[src/rtl/mips_multicycle_ctl_pkg.sv]
// Shared state, opcode and control-field encodings
// for the multicycle MIPS controller.
package mips_multicycle_ctl_pkg;

  typedef enum logic [3:0] {
    S_FETCH  = 4'd0,
    S_DECODE = 4'd1,
    S_MEMADR = 4'd2,
    S_MEMRD  = 4'd3,
    S_MEMWB  = 4'd4,
    S_MEMWR  = 4'd5,
    S_EXEC   = 4'd6,
    S_ALUWB  = 4'd7,
    S_BRANCH = 4'd8,
    S_ADDIEX = 4'd9,
    S_ADDIWB = 4'd10,
    S_JUMP   = 4'd11
  } state_t;

  localparam logic [5:0] OP_RTYPE = 6'h00;
  localparam logic [5:0] OP_LW    = 6'h23;
  localparam logic [5:0] OP_SW    = 6'h2B;
  localparam logic [5:0] OP_BEQ   = 6'h04;
  localparam logic [5:0] OP_ADDI  = 6'h08;
  localparam logic [5:0] OP_J     = 6'h02;

  localparam logic [1:0] ALUOP_ADD   = 2'b00;
  localparam logic [1:0] ALUOP_SUB   = 2'b01;
  localparam logic [1:0] ALUOP_FUNCT = 2'b10;

  localparam logic [1:0] ALUSRCB_RT    = 2'b00;
  localparam logic [1:0] ALUSRCB_FOUR  = 2'b01;
  localparam logic [1:0] ALUSRCB_IMM   = 2'b10;
  localparam logic [1:0] ALUSRCB_IMMSH = 2'b11;

  localparam logic [1:0] PCSRC_ALU    = 2'b00;
  localparam logic [1:0] PCSRC_ALUOUT = 2'b01;
  localparam logic [1:0] PCSRC_JUMP   = 2'b10;

  typedef struct packed {
    logic       iord;
    logic       irwrite;
    logic       memwrite;
    logic       regwrite;
    logic       regdst;
    logic       memtoreg;
    logic       alusrca;
    logic [1:0] alusrcb;
    logic [1:0] aluop;
    logic [1:0] pcsrc;
  } ctl_t;

  function automatic logic op_legal(input logic [5:0] op);
    return (op == OP_RTYPE) || (op == OP_LW) ||
           (op == OP_SW) || (op == OP_BEQ) ||
           (op == OP_ADDI) || (op == OP_J);
  endfunction

endpackage

[src/rtl/mips_ctl_outdec.sv]
// Moore control-word decoder: state -> datapath
// selects and write enables, gated by reset.
module mips_ctl_outdec
  import mips_multicycle_ctl_pkg::*;
(
  input  state_t     state,
  input  logic       reset,
  input  logic [5:0] opcode,
  input  logic       zero,
  input  logic       mem_rdy,
  output ctl_t       ctl,
  output logic       pc_en,
  output logic       illegal_op
);

  logic pcwrite;
  logic branch;

  // Per-state control word; everything defaults to 0
  always_comb begin
    ctl        = '0;
    pcwrite    = 1'b0;
    branch     = 1'b0;
    illegal_op = 1'b0;
    if (!reset) begin
      case (state)
        S_FETCH: begin
          ctl.alusrcb = ALUSRCB_FOUR;
          ctl.irwrite = mem_rdy;
          pcwrite     = mem_rdy;
        end
        S_DECODE: begin
          ctl.alusrcb = ALUSRCB_IMMSH;
          illegal_op  = !op_legal(opcode);
        end
        S_MEMADR, S_ADDIEX: begin
          ctl.alusrca = 1'b1;
          ctl.alusrcb = ALUSRCB_IMM;
        end
        S_MEMRD: ctl.iord = 1'b1;
        S_MEMWB: begin
          ctl.memtoreg = 1'b1;
          ctl.regwrite = 1'b1;
        end
        S_MEMWR: begin
          ctl.iord     = 1'b1;
          ctl.memwrite = 1'b1;
        end
        S_EXEC: begin
          ctl.alusrca = 1'b1;
          ctl.aluop   = ALUOP_FUNCT;
        end
        S_ALUWB: begin
          ctl.regdst   = 1'b1;
          ctl.regwrite = 1'b1;
        end
        S_BRANCH: begin
          ctl.alusrca = 1'b1;
          ctl.aluop   = ALUOP_SUB;
          ctl.pcsrc   = PCSRC_ALUOUT;
          branch      = 1'b1;
        end
        S_ADDIWB: ctl.regwrite = 1'b1;
        S_JUMP: begin
          ctl.pcsrc = PCSRC_JUMP;
          pcwrite   = 1'b1;
        end
        default: ;
      endcase
    end
    pc_en = pcwrite | (branch & zero);
  end

endmodule

[src/rtl/mips_multicycle_ctl.sv]
// Multicycle MIPS control FSM: state register,
// next-state logic and control-word decode.
module mips_multicycle_ctl
  import mips_multicycle_ctl_pkg::*;
#(
  parameter bit MEM_HANDSHAKE = 1'b1
) (
  input  logic       clk,
  input  logic       reset,
  input  logic [5:0] opcode,
  input  logic       zero,
  input  logic       mem_ready,
  output logic       pc_en,
  output logic       iord,
  output logic       irwrite,
  output logic       memwrite,
  output logic       regwrite,
  output logic       regdst,
  output logic       memtoreg,
  output logic       alusrca,
  output logic [1:0] alusrcb,
  output logic [1:0] aluop,
  output logic [1:0] pcsrc,
  output logic       illegal_op,
  output logic [3:0] state
);

  state_t state_q;
  state_t state_d;
  ctl_t   ctl;
  logic   mem_rdy;

  assign mem_rdy = mem_ready | ~MEM_HANDSHAKE;

  // State register, synchronous reset to FETCH
  always_ff @(posedge clk) begin
    if (reset) state_q <= S_FETCH;
    else       state_q <= state_d;
  end

  // Next-state sequencing by opcode and memory handshake
  always_comb begin
    state_d = S_FETCH;
    case (state_q)
      S_FETCH:  state_d = mem_rdy ? S_DECODE : S_FETCH;
      S_DECODE: begin
        case (opcode)
          OP_LW, OP_SW: state_d = S_MEMADR;
          OP_RTYPE:     state_d = S_EXEC;
          OP_BEQ:       state_d = S_BRANCH;
          OP_ADDI:      state_d = S_ADDIEX;
          OP_J:         state_d = S_JUMP;
          default:      state_d = S_FETCH;
        endcase
      end
      S_MEMADR: state_d = (opcode == OP_LW) ? S_MEMRD : S_MEMWR;
      S_MEMRD:  state_d = mem_rdy ? S_MEMWB : S_MEMRD;
      S_MEMWR:  state_d = mem_rdy ? S_FETCH : S_MEMWR;
      S_EXEC:   state_d = S_ALUWB;
      S_ADDIEX: state_d = S_ADDIWB;
      default:  state_d = S_FETCH;
    endcase
  end

  mips_ctl_outdec u_outdec (
    .state      (state_q),
    .reset      (reset),
    .opcode     (opcode),
    .zero       (zero),
    .mem_rdy    (mem_rdy),
    .ctl        (ctl),
    .pc_en      (pc_en),
    .illegal_op (illegal_op)
  );

  assign iord     = ctl.iord;
  assign irwrite  = ctl.irwrite;
  assign memwrite = ctl.memwrite;
  assign regwrite = ctl.regwrite;
  assign regdst   = ctl.regdst;
  assign memtoreg = ctl.memtoreg;
  assign alusrca  = ctl.alusrca;
  assign alusrcb  = ctl.alusrcb;
  assign aluop    = ctl.aluop;
  assign pcsrc    = ctl.pcsrc;
  assign state    = state_q;

endmodule

[config.mk]
export PLATFORM = sky130hd
export DESIGN_NAME = mips_multicycle_ctl
export DESIGN_NICKNAME = d
export VERILOG_FILES = /design/src/rtl/mips_multicycle_ctl_pkg.sv /design/src/rtl/mips_ctl_outdec.sv /design/src/rtl/mips_multicycle_ctl.sv
export SDC_FILE = /design/constraint.sdc
export NUM_CORES = 1
export LEC_CHECK = 0
export BUFFER_PORTS_ARGS = -buffer_cell sky130_fd_sc_hd__buf_4
export CAP_MARGIN = 20
export CORE_AREA = 2 2 39 41
export CTS_CLUSTER_SIZE = 12
export DETAILED_ROUTE_END_ITERATION = 12
export DIE_AREA = 0 0 41 43
export GPL_TIMING_DRIVEN = 0
export PLACE_DENSITY = 0.78
export SETUP_SLACK_MARGIN = 0.05
export SLEW_MARGIN = 20
export SYNTH_ARGS = -nofsm -noshare
export SYNTH_HDL_FRONTEND = slang
export SYNTH_SLANG_ARGS = --single-unit
[constraint.sdc]
create_clock -name clk -period 1.6 [get_ports clk]
set_input_delay 0.08 -clock clk [delete_from_list [all_inputs] [get_ports clk]]
set_output_delay 0.08 -clock clk [all_outputs]
set_load 0.01 [all_outputs]
# Word level (Yosys, flattened, before mapping)
# Index checks and enable logic that the tools add are counted.
[word_totals]
register_bits = 4
input_bits = 10
output_inout_bits = 19
elab_cells = 55
[classes]
eq_ne = 16
mux = 23
bitwise_logic = 2
reduce_logical = 13
[op_table]
columns = ["op", "count"]
rows = [
  ["4-bit case mux with 7 select lines", 1],
  ["4-bit case mux with 5 select lines", 1],
  ["4-bit by 3-bit equality test with 1-bit output, second input constant", 4],
  ["4-bit equality test, second input constant", 4],
  ["1-bit 2-to-1 mux", 13],
  ["13-bit 2-to-1 mux", 1],
  ["6-bit equality test, second input constant", 2],
  ["3-bit 2-to-1 mux", 3],
  ["4-bit by 2-bit equality test with 1-bit output, second input constant", 2],
  ["2-bit case mux with 2 select lines", 2],
  ["6-bit by 2-bit equality test with 1-bit output, second input constant", 1],
  ["6-bit by 3-bit equality test with 1-bit output, second input constant", 1],
  ["6-bit by 4-bit equality test with 1-bit output, second input constant", 1],
  ["6-bit logical NOT", 1],
  ["2-bit case mux with 3 select lines", 1],
  ["2-bit OR reduction", 3],
  ["1-bit logical OR", 5],
  ["4-bit by 1-bit equality test with 1-bit output, second input constant", 1],
  ["4-bit logical NOT", 1],
  ["4-bit OR reduction", 1],
  ["3-bit OR reduction", 1],
  ["1-bit case mux with 2 select lines", 1],
  ["1-bit bitwise AND", 1],
  ["1-bit logical NOT", 1],
  ["1-bit bitwise OR", 1],
]

# Logic depth before layout (Yosys ltp)
# Gate-level depths: netlist of the first run.
[depth]
word_depth = 9
mapped_depth = 6
mapped_depth_nobuf = 4

# Hierarchy
# A second synthesis of the first run with hierarchy kept.
[unflattened]
cells_unflattened = 82
area_unflattened_um2 = 630.6
[modules_own_cells]
columns = ["mod", "instances", "cells_each", "area_each_um2", "seq_area_each_um2"]
rows = [
  ["mips_multicycle_ctl", 1, 44, 337.8, 80.1],
  ["mips_ctl_outdec", 1, 38, 292.8, 0.0],
]

# Worst setup path after synthesis of the first run
# OpenSTA, ideal clock, no wires.
[synth_timing]
kind = "reg2out"
startpoint = "register state_q[1], in the netlist state[1]"
endpoint = "output port irwrite"
arrival_ps = 1460
path_slack_ps = 60
stages_incl_launch_ff = 4
n_path_buf = 1
cell_sequence = "dfxtp_1 clkbuf_1 or3_1 nor4b_1"
[synth_between]
elab_chain_cells = 3
[synth_lines]
columns = ["item", "line", "rtl"]
rows = [
  ["start, declared", "mips_multicycle_ctl.sv:28", "state_t state_q;"],
  ["start signal, assigned", "mips_multicycle_ctl.sv:38", "else state_q <= state_d;"],
  ["4-bit logical NOT", "mips_ctl_outdec.sv:26", "case (state)"],
  ["1-bit 2-to-1 mux", "mips_ctl_outdec.sv:26", ""],
  ["13-bit 2-to-1 mux", "mips_ctl_outdec.sv:25", "if (!reset) begin"],
  ["end, declared", "mips_multicycle_ctl.sv:15", "output logic irwrite,"],
]
# No other way between the ends.

# Final worst setup path of the first run
[layout_timing]
startpoint = "register state_q[0], in the netlist state[0]"
endpoint = "output port irwrite"
# The elaborated chain is that of the path after synthesis.

==> flow_metrics.tcl, run 1 <==
set metrics [dict create \
    slew_violations 0 \
    cts_buffers 3 \
    cts_buffer_depth 2 \
    setup.worst_path.class "register to output port" \
    fin_ws_ns -0.00285 \
    slew_headroom_pct 70.6 \
    avgSynthCellArea_um2 6.95 \
    p_clk_share_pct 37.5 \
    crit_fanout 5 \
    path_clk_slew_ns 0.05 \
    synth-adder-area-share_pct 0 \
    antenna_found_initial 0 \
    core_area_um2 1380 \
    syn_inst 76 \
    min_period_ns 1.60 \
    synthesis.nets 86 \
    synth-simple-area-share_pct 41.5 \
    fmax_mhz 624 \
    grtUsageTotal_pct 19.5 \
    nets 120 \
    synth-xor-area-share_pct 4.98 \
    largest_reg_flops 4 \
    layout-drive-gt1-share_pct 46.3 \
    grt_setup_unrepaired "yes" \
    peakVddDrop_mv 0.429 \
    via_count 710 \
    power.density_nw_per_um2 399 \
    cts-root-buf "clkbuf_4" \
    drt_pass1_iterations 4 \
    drc_errors 0 \
    final_cell_mix "buf_4, nor2_1, nor3_1, a21oi_1" \
    leakage_nw 0.343 \
    max-cap-violations 0 \
    fin_tns_setup_ns -0.00285 \
    netlist_area_um2 528 \
    setup_violations 1 \
    synth.distinct_cells 36 \
    cp-start-kind "register" \
    finClkSkew_ns 0.0142 \
    port_buffers 27 \
    synth_compound_area_share_pct 26.8 \
    grt_max_degree 11 \
    rr_endpoint "state[2]" \
    area_growth_pct 69.9 \
    pwr-share-comb_pct 33.1 \
    ys_ff_latch 4 \
    swShare_pct 30.3 \
    p_sw_mw 0.108 \
    boundaryPins 29 \
    layout_commonest_cell "buf_4" \
    p_seq_share_pct 29.4 \
    gr-total-overflow 0 \
    violations "negative setup slack" \
    synth_top_family_by_area "simple AND/OR/NAND/NOR gates" \
    rows 14 \
    clk_latency_ns 0.25 \
    yosysSeqAreaShare_pct 15.2 \
    die_x_um 41 \
    vias_per_cell 5.73 \
    clock-sinks 4 \
    intPower_mw 0.249 \
    drt_wl_total_um 1710 \
    ys_warn_count 0 \
    ff2ff_path_depth 5 \
    diodes 0 \
    htreeDepth 1 \
    finalHoldViolations 0 \
    synth.area.mux_share_pct 3.79 \
    critPathRequiredTime_ns 1.52 \
    finalCritPeriodShare_pct 100 \
    hold_start "opcode[4]" \
    crit_arrival_ns 1.52 \
    design.die.area_um2 1760 \
    ff2ff_setup_slack_ns 0.07 \
    cts_tree "built" \
    drtIter0Drc 11 \
    hold_depth 4 \
    initial_core_util_pct 38.2 \
    dp_hpwl_um 1160 \
    die_h_um 43 \
    wl_per_cell_um 13.8 \
    gp_congestion 0.860 \
    hold_class "primary input to register" \
    hold_path_end "state[1]" \
    tightest_slew_ns 0.441 \
    r2r-start "state[0]" \
    grt_pass1_vias 580 \
    drtAntennaViolNets 0 \
    dp_slack_ns -0.0528 \
    grt_first_pass_wirelength_um 2420 \
    end_kind "output port" \
    postCtsHoldBufs 0 \
    status "finished, violations left" \
]
[power by group through the flow]
| stage | combinational [mW] | sequential [mW] | clock, mW |
|---|---|---|---|
| after floorplan | 0.0490 | 0.107 | 0 |
| after global placement | 0.0943 | 0.106 | 0 |
| after detailed placement | 0.0954 | 0.106 | 0 |
| after CTS | 0.107 | 0.106 | 0.127 |
| after global routing | 0.129 | 0.105 | 0.150 |
| final | 0.118 | 0.105 | 0.134 |
[logic make-up (layout without fill, tap and decap cells)]
| logic type | count (synthesis) | in the layout |
|---|---|---|
| simple gates | 37 | 37 |
| mux | 2 | 2 |
| flops | 4 | 4 |
| buf+inv | 10 | 42 |
| compound gates | 20 | 20 |
| xor+xnor | 3 | 3 |
[critical path, stage by stage (launching register included)]
cell and delay, ns:
dfxtp_4 0.35, buf_8 0.12, or3_4 0.39, nor4b_4 0.27
buf_4 0.15
[cell usage after synthesis]
master / number / area share, %
o21bai_1: 1 / 1.4
o22a_1: 1 / 1.7
inv_1: 2 / 1.4
a211oi_1: 3 / 4.3
nand3_1: 1 / 0.95
or4_1: 3 / 4.3
nor4b_1: 2 / 3.3
xnor2_1: 2 / 3.3
nor3_1: 7 / 6.6
clkbuf_1: 6 / 4.3
a21oi_1: 4 / 3.8
xor2_1: 1 / 1.7
o21ai_0: 2 / 1.9
a211o_1: 1 / 1.7
buf_1: 1 / 0.71
nor2b_1: 1 / 1.2
or3_1: 3 / 3.6
buf_4: 1 / 1.4
o21ai_1: 1 / 0.95
o211ai_1: 1 / 1.4
a2111oi_0: 1 / 1.7
o21a_1: 1 / 1.4
dfxtp_1: 4 / 15
o311ai_0: 1 / 1.7
or2_1: 1 / 1.2
nor4bb_1: 1 / 1.9
nor4_1: 2 / 2.4
and4_1: 1 / 1.7
a21oi_2: 1 / 1.7
nor2_1: 7 / 5.0
o32a_1: 1 / 1.9
nand2_1: 1 / 0.71
nor3b_1: 2 / 2.8
mux2i_1: 2 / 3.8
nand2b_1: 5 / 5.9
o31ai_1: 1 / 1.4
[repair_timing]
| item | CTS | global route |
|---|---|---|
| setup buffers | 1 | 1 |
| gates resized for setup | 19 | 15 |
| endpoints found under the setup margin | 17 | 9 |
| pin swaps | 2 | 3 |
[worst max path at each step]
stage,from,end,slack (ns),cells after the start
final,state[0],irwrite,-0.003,4
after global routing,state[0],irwrite,-0.07,4
after CTS,state[0],irwrite,0.007,4
after detailed placement,opcode[0],state[2],-0.05,5
after global placement,opcode[0],state[2],-0.05,5
after floorplan,state[1],irwrite,0.06,3
[stage by stage]
stage	power [mW]	cells	util, %	instance area (um2)	hold WS [ns]
finish	0.358	124	64.8	897	0.212
global placement	0.200	119	54.2	751	0.431
global route	0.384	124	64.8	897	0.226
detailed placement	0.202	119	54.2	751	0.432
floorplan	0.156	76	-	528	0.212
CTS	0.339	123	60.7	840	0.236
[layout make-up]
| class | count | area (um2) |
|---|---|---|
| Fill cell | 126 | 487 |
| Sequential cell | 4 | 86.3 |
| Inverter | 2 | 7.51 |
| Timing Repair Buffer | 29 | 221 |
| Buffer | 8 | 81.3 |
| Tap cell | 16 | 20.0 |
| Clock buffer | 3 | 22.5 |
| Multi-Input combinational cell | 62 | 458 |
[layer usage]
metal	vias to the layer above	track usage [%]	wire length, um
li1	352	-	-
met1	313	22.8	699
met2	39	31.9	821
met3	6	5.24	124
met4	0	7.33	65
met5	-	0	0
Power figures use the tool's default switching activity.
==> run 2, diff against run 1 <==
Settings changed: MAX_ROUTING_LAYER from default to met4, PLACE_DENSITY 0.78 to 0.79.
==> run 2 against run 1 <==
The run now ends clean. Utilization is 2.4 points higher. Clock skew decreased by 0.010 ns. Hold slack improved by 0.0057 ns. Clock power down 13%. Largest power group is now combinational logic. Highest routed layer is now met3.
==> flow_metrics.tcl, run 2 (synthesized netlist as in run 1, its figures left out) <==
set metrics [dict create \
    hold_class "primary input to register" \
    cpMaxStageDelayCell "or3_4" \
    cts_buffer_depth 2 \
    fmax_mhz 636 \
    fin_area_um2 931 \
    drtIter0Drc 15 \
    cp-start-kind "register" \
    finalHoldViolations 0 \
    htreeDepth 1 \
    p_seq_share_pct 30.4 \
    p_clk_share_pct 34.0 \
    wl_per_cell_um 13.8 \
    setup_violations 0 \
    finClkSkew_ns 0.00410 \
    crit_path_end "irwrite" \
    antenna_found_initial 0 \
    cp.depth 4 \
    tightest_slew_ns 0.470 \
    design.die.area_um2 1760 \
    die_h_um 43 \
    dp_hpwl_um 1130 \
    grt_max_degree 11 \
    cp_num_buf_inv 2 \
    path_clk_slew_ns 0.04 \
    grtUsageTotal_pct 19.1 \
    finalCritPeriodShare_pct 98.3 \
    end_kind "output port" \
    initial_core_util_pct 38.2 \
    clk_latency_ns 0.23 \
    peakVddDrop_mv 0.338 \
    leakage_nw 0.362 \
    fin_tns_setup_ns 0 \
    placed_area_um2 751 \
    max_stage_delay_ns 0.40 \
    ff2ff_path_depth 4 \
    nets 123 \
    intPower_mw 0.251 \
    drc_errors 0 \
    grt_pass1_vias 600 \
    layout-drive-gt1-share_pct 50.5 \
    dp_slack_ns -0.0589 \
    critPathRequiredTime_ns 1.52 \
    gp_congestion 0.812 \
    rr_endpoint "state[2]" \
    max-cap-violations 0 \
    slew_headroom_pct 68.7 \
    drtAntennaViolNets 0 \
    power.density_nw_per_um2 371 \
    grt_first_pass_wirelength_um 2360 \
    crit_arrival_ns 1.49 \
    gr-total-overflow 0 \
    grt_setup_unrepaired "yes" \
    crit_fanout 8 \
    area_growth_pct 76.3 \
    pwr-share-comb_pct 35.6 \
    fin_ws_ns 0.0264 \
    cp-startpoint "state[1]" \
    layout_commonest_cell "buf_4" \
    drt_pass1_iterations 4 \
    diodes 0 \
    final_cell_mix "buf_4, buf_6, nor2_1, nor3_1, a21oi_1" \
    min_period_ns 1.57 \
    drt_wl_total_um 1760 \
    slew_violations 0 \
    path_cells "buf_8 > or3_4 > nor4b_4 > buf_4" \
    fin_util_pct 67.3 \
    cts_tree "built" \
    r2r-start "state[2]" \
    via_count 726 \
    die_x_um 41 \
    rows 14 \
    setup.worst_path.class "register to output port" \
    clock-sinks 4 \
    vias_per_cell 5.72 \
    p_sw_mw 0.0944 \
    cp_top_family "simple AND/OR/NAND/NOR gates" \
    boundaryPins 29 \
    core_area_um2 1380 \
    largest_reg_flops 4 \
    port_buffers 27 \
    swShare_pct 27.3 \
    ff2ff_setup_slack_ns 0.09 \
    cts-root-buf "clkbuf_4" \
    cts_buffers 3 \
    status "finished clean" \
]
==> run 2: cell count changes in the layout (fill, tap and decap cells not counted), sizes merged <==
| cell | before | now |
|---|---|---|
| buf | 34 | 37 |
==> run 2: layout make-up <==
type | instances | area, um2
multi-input cells | 62 | 465
fillers | 121 | 453
repair buffers | 32 | 251
flip-flops and latches | 4 | 86.3
plain buffers | 8 | 77.6
clock buffers | 3 | 22.5
well taps | 16 | 20.0
inverters | 2 | 7.51
==> run 2: how the worst min path moves through the flow <==
stage               startpoint         end  slack, ns  cells past startpoint
finish               opcode[4]    state[1]       0.22                      4
global route         opcode[1]    state[2]       0.23                      3
CTS                  opcode[1]    state[2]       0.24                      3
detailed placement       reset  alusrcb[0]       0.44                      3
global placement         reset  alusrcb[0]       0.43                      3
floorplan                reset  alusrcb[0]       0.21                      1
==> run 2: timing repair <==
item | 4_1_cts | 5_1_grt
hold buffers | 0 | 0
buffers inserted | 1 | 4
setup endpoints to repair | 17 | 10
pin swaps | 4 | 8
gates resized for setup | 18 | 21
==> run 2: layer usage <==
| layer | routed length (um) | global-route usage [%] |
|---|---|---|
| met1 | 696 | 21.9 |
| met2 | 963 | 33.1 |
| met3 | 96 | 3.14 |
| met4 | 0 | 4.00 |
| met5 | 0 | - |
==> run 2: worst reg2reg max path, delay by kind of cell (launching register included) <==
kind | cells | cell delay, ns
flip-flops | 1 | 0.31
AND/OR/NAND/NOR | 1 | 0.51
buffers and inverters | 1 | 0.14
AO/OA/AOI/OAI | 2 | 0.48
==> run 2: power groups by stage <==
stage	logic, mW	clock network, mW	registers [mW]
after floorplan	0.0490	0	0.107
after global placement	0.0940	0	0.106
after detailed placement	0.0959	0	0.106
after CTS	0.106	0.122	0.106
after global routing	0.134	0.131	0.106
final	0.123	0.117	0.105
==> run 2: per-stage QoR <==
stage | std cells | power, mW | hold slack, ns
finish | 127 | 0.346 | 0.217
global route | 127 | 0.370 | 0.233
CTS | 123 | 0.334 | 0.243
floorplan | 76 | 0.156 | 0.212
detailed placement | 119 | 0.202 | 0.435
global placement | 119 | 0.200 | 0.430
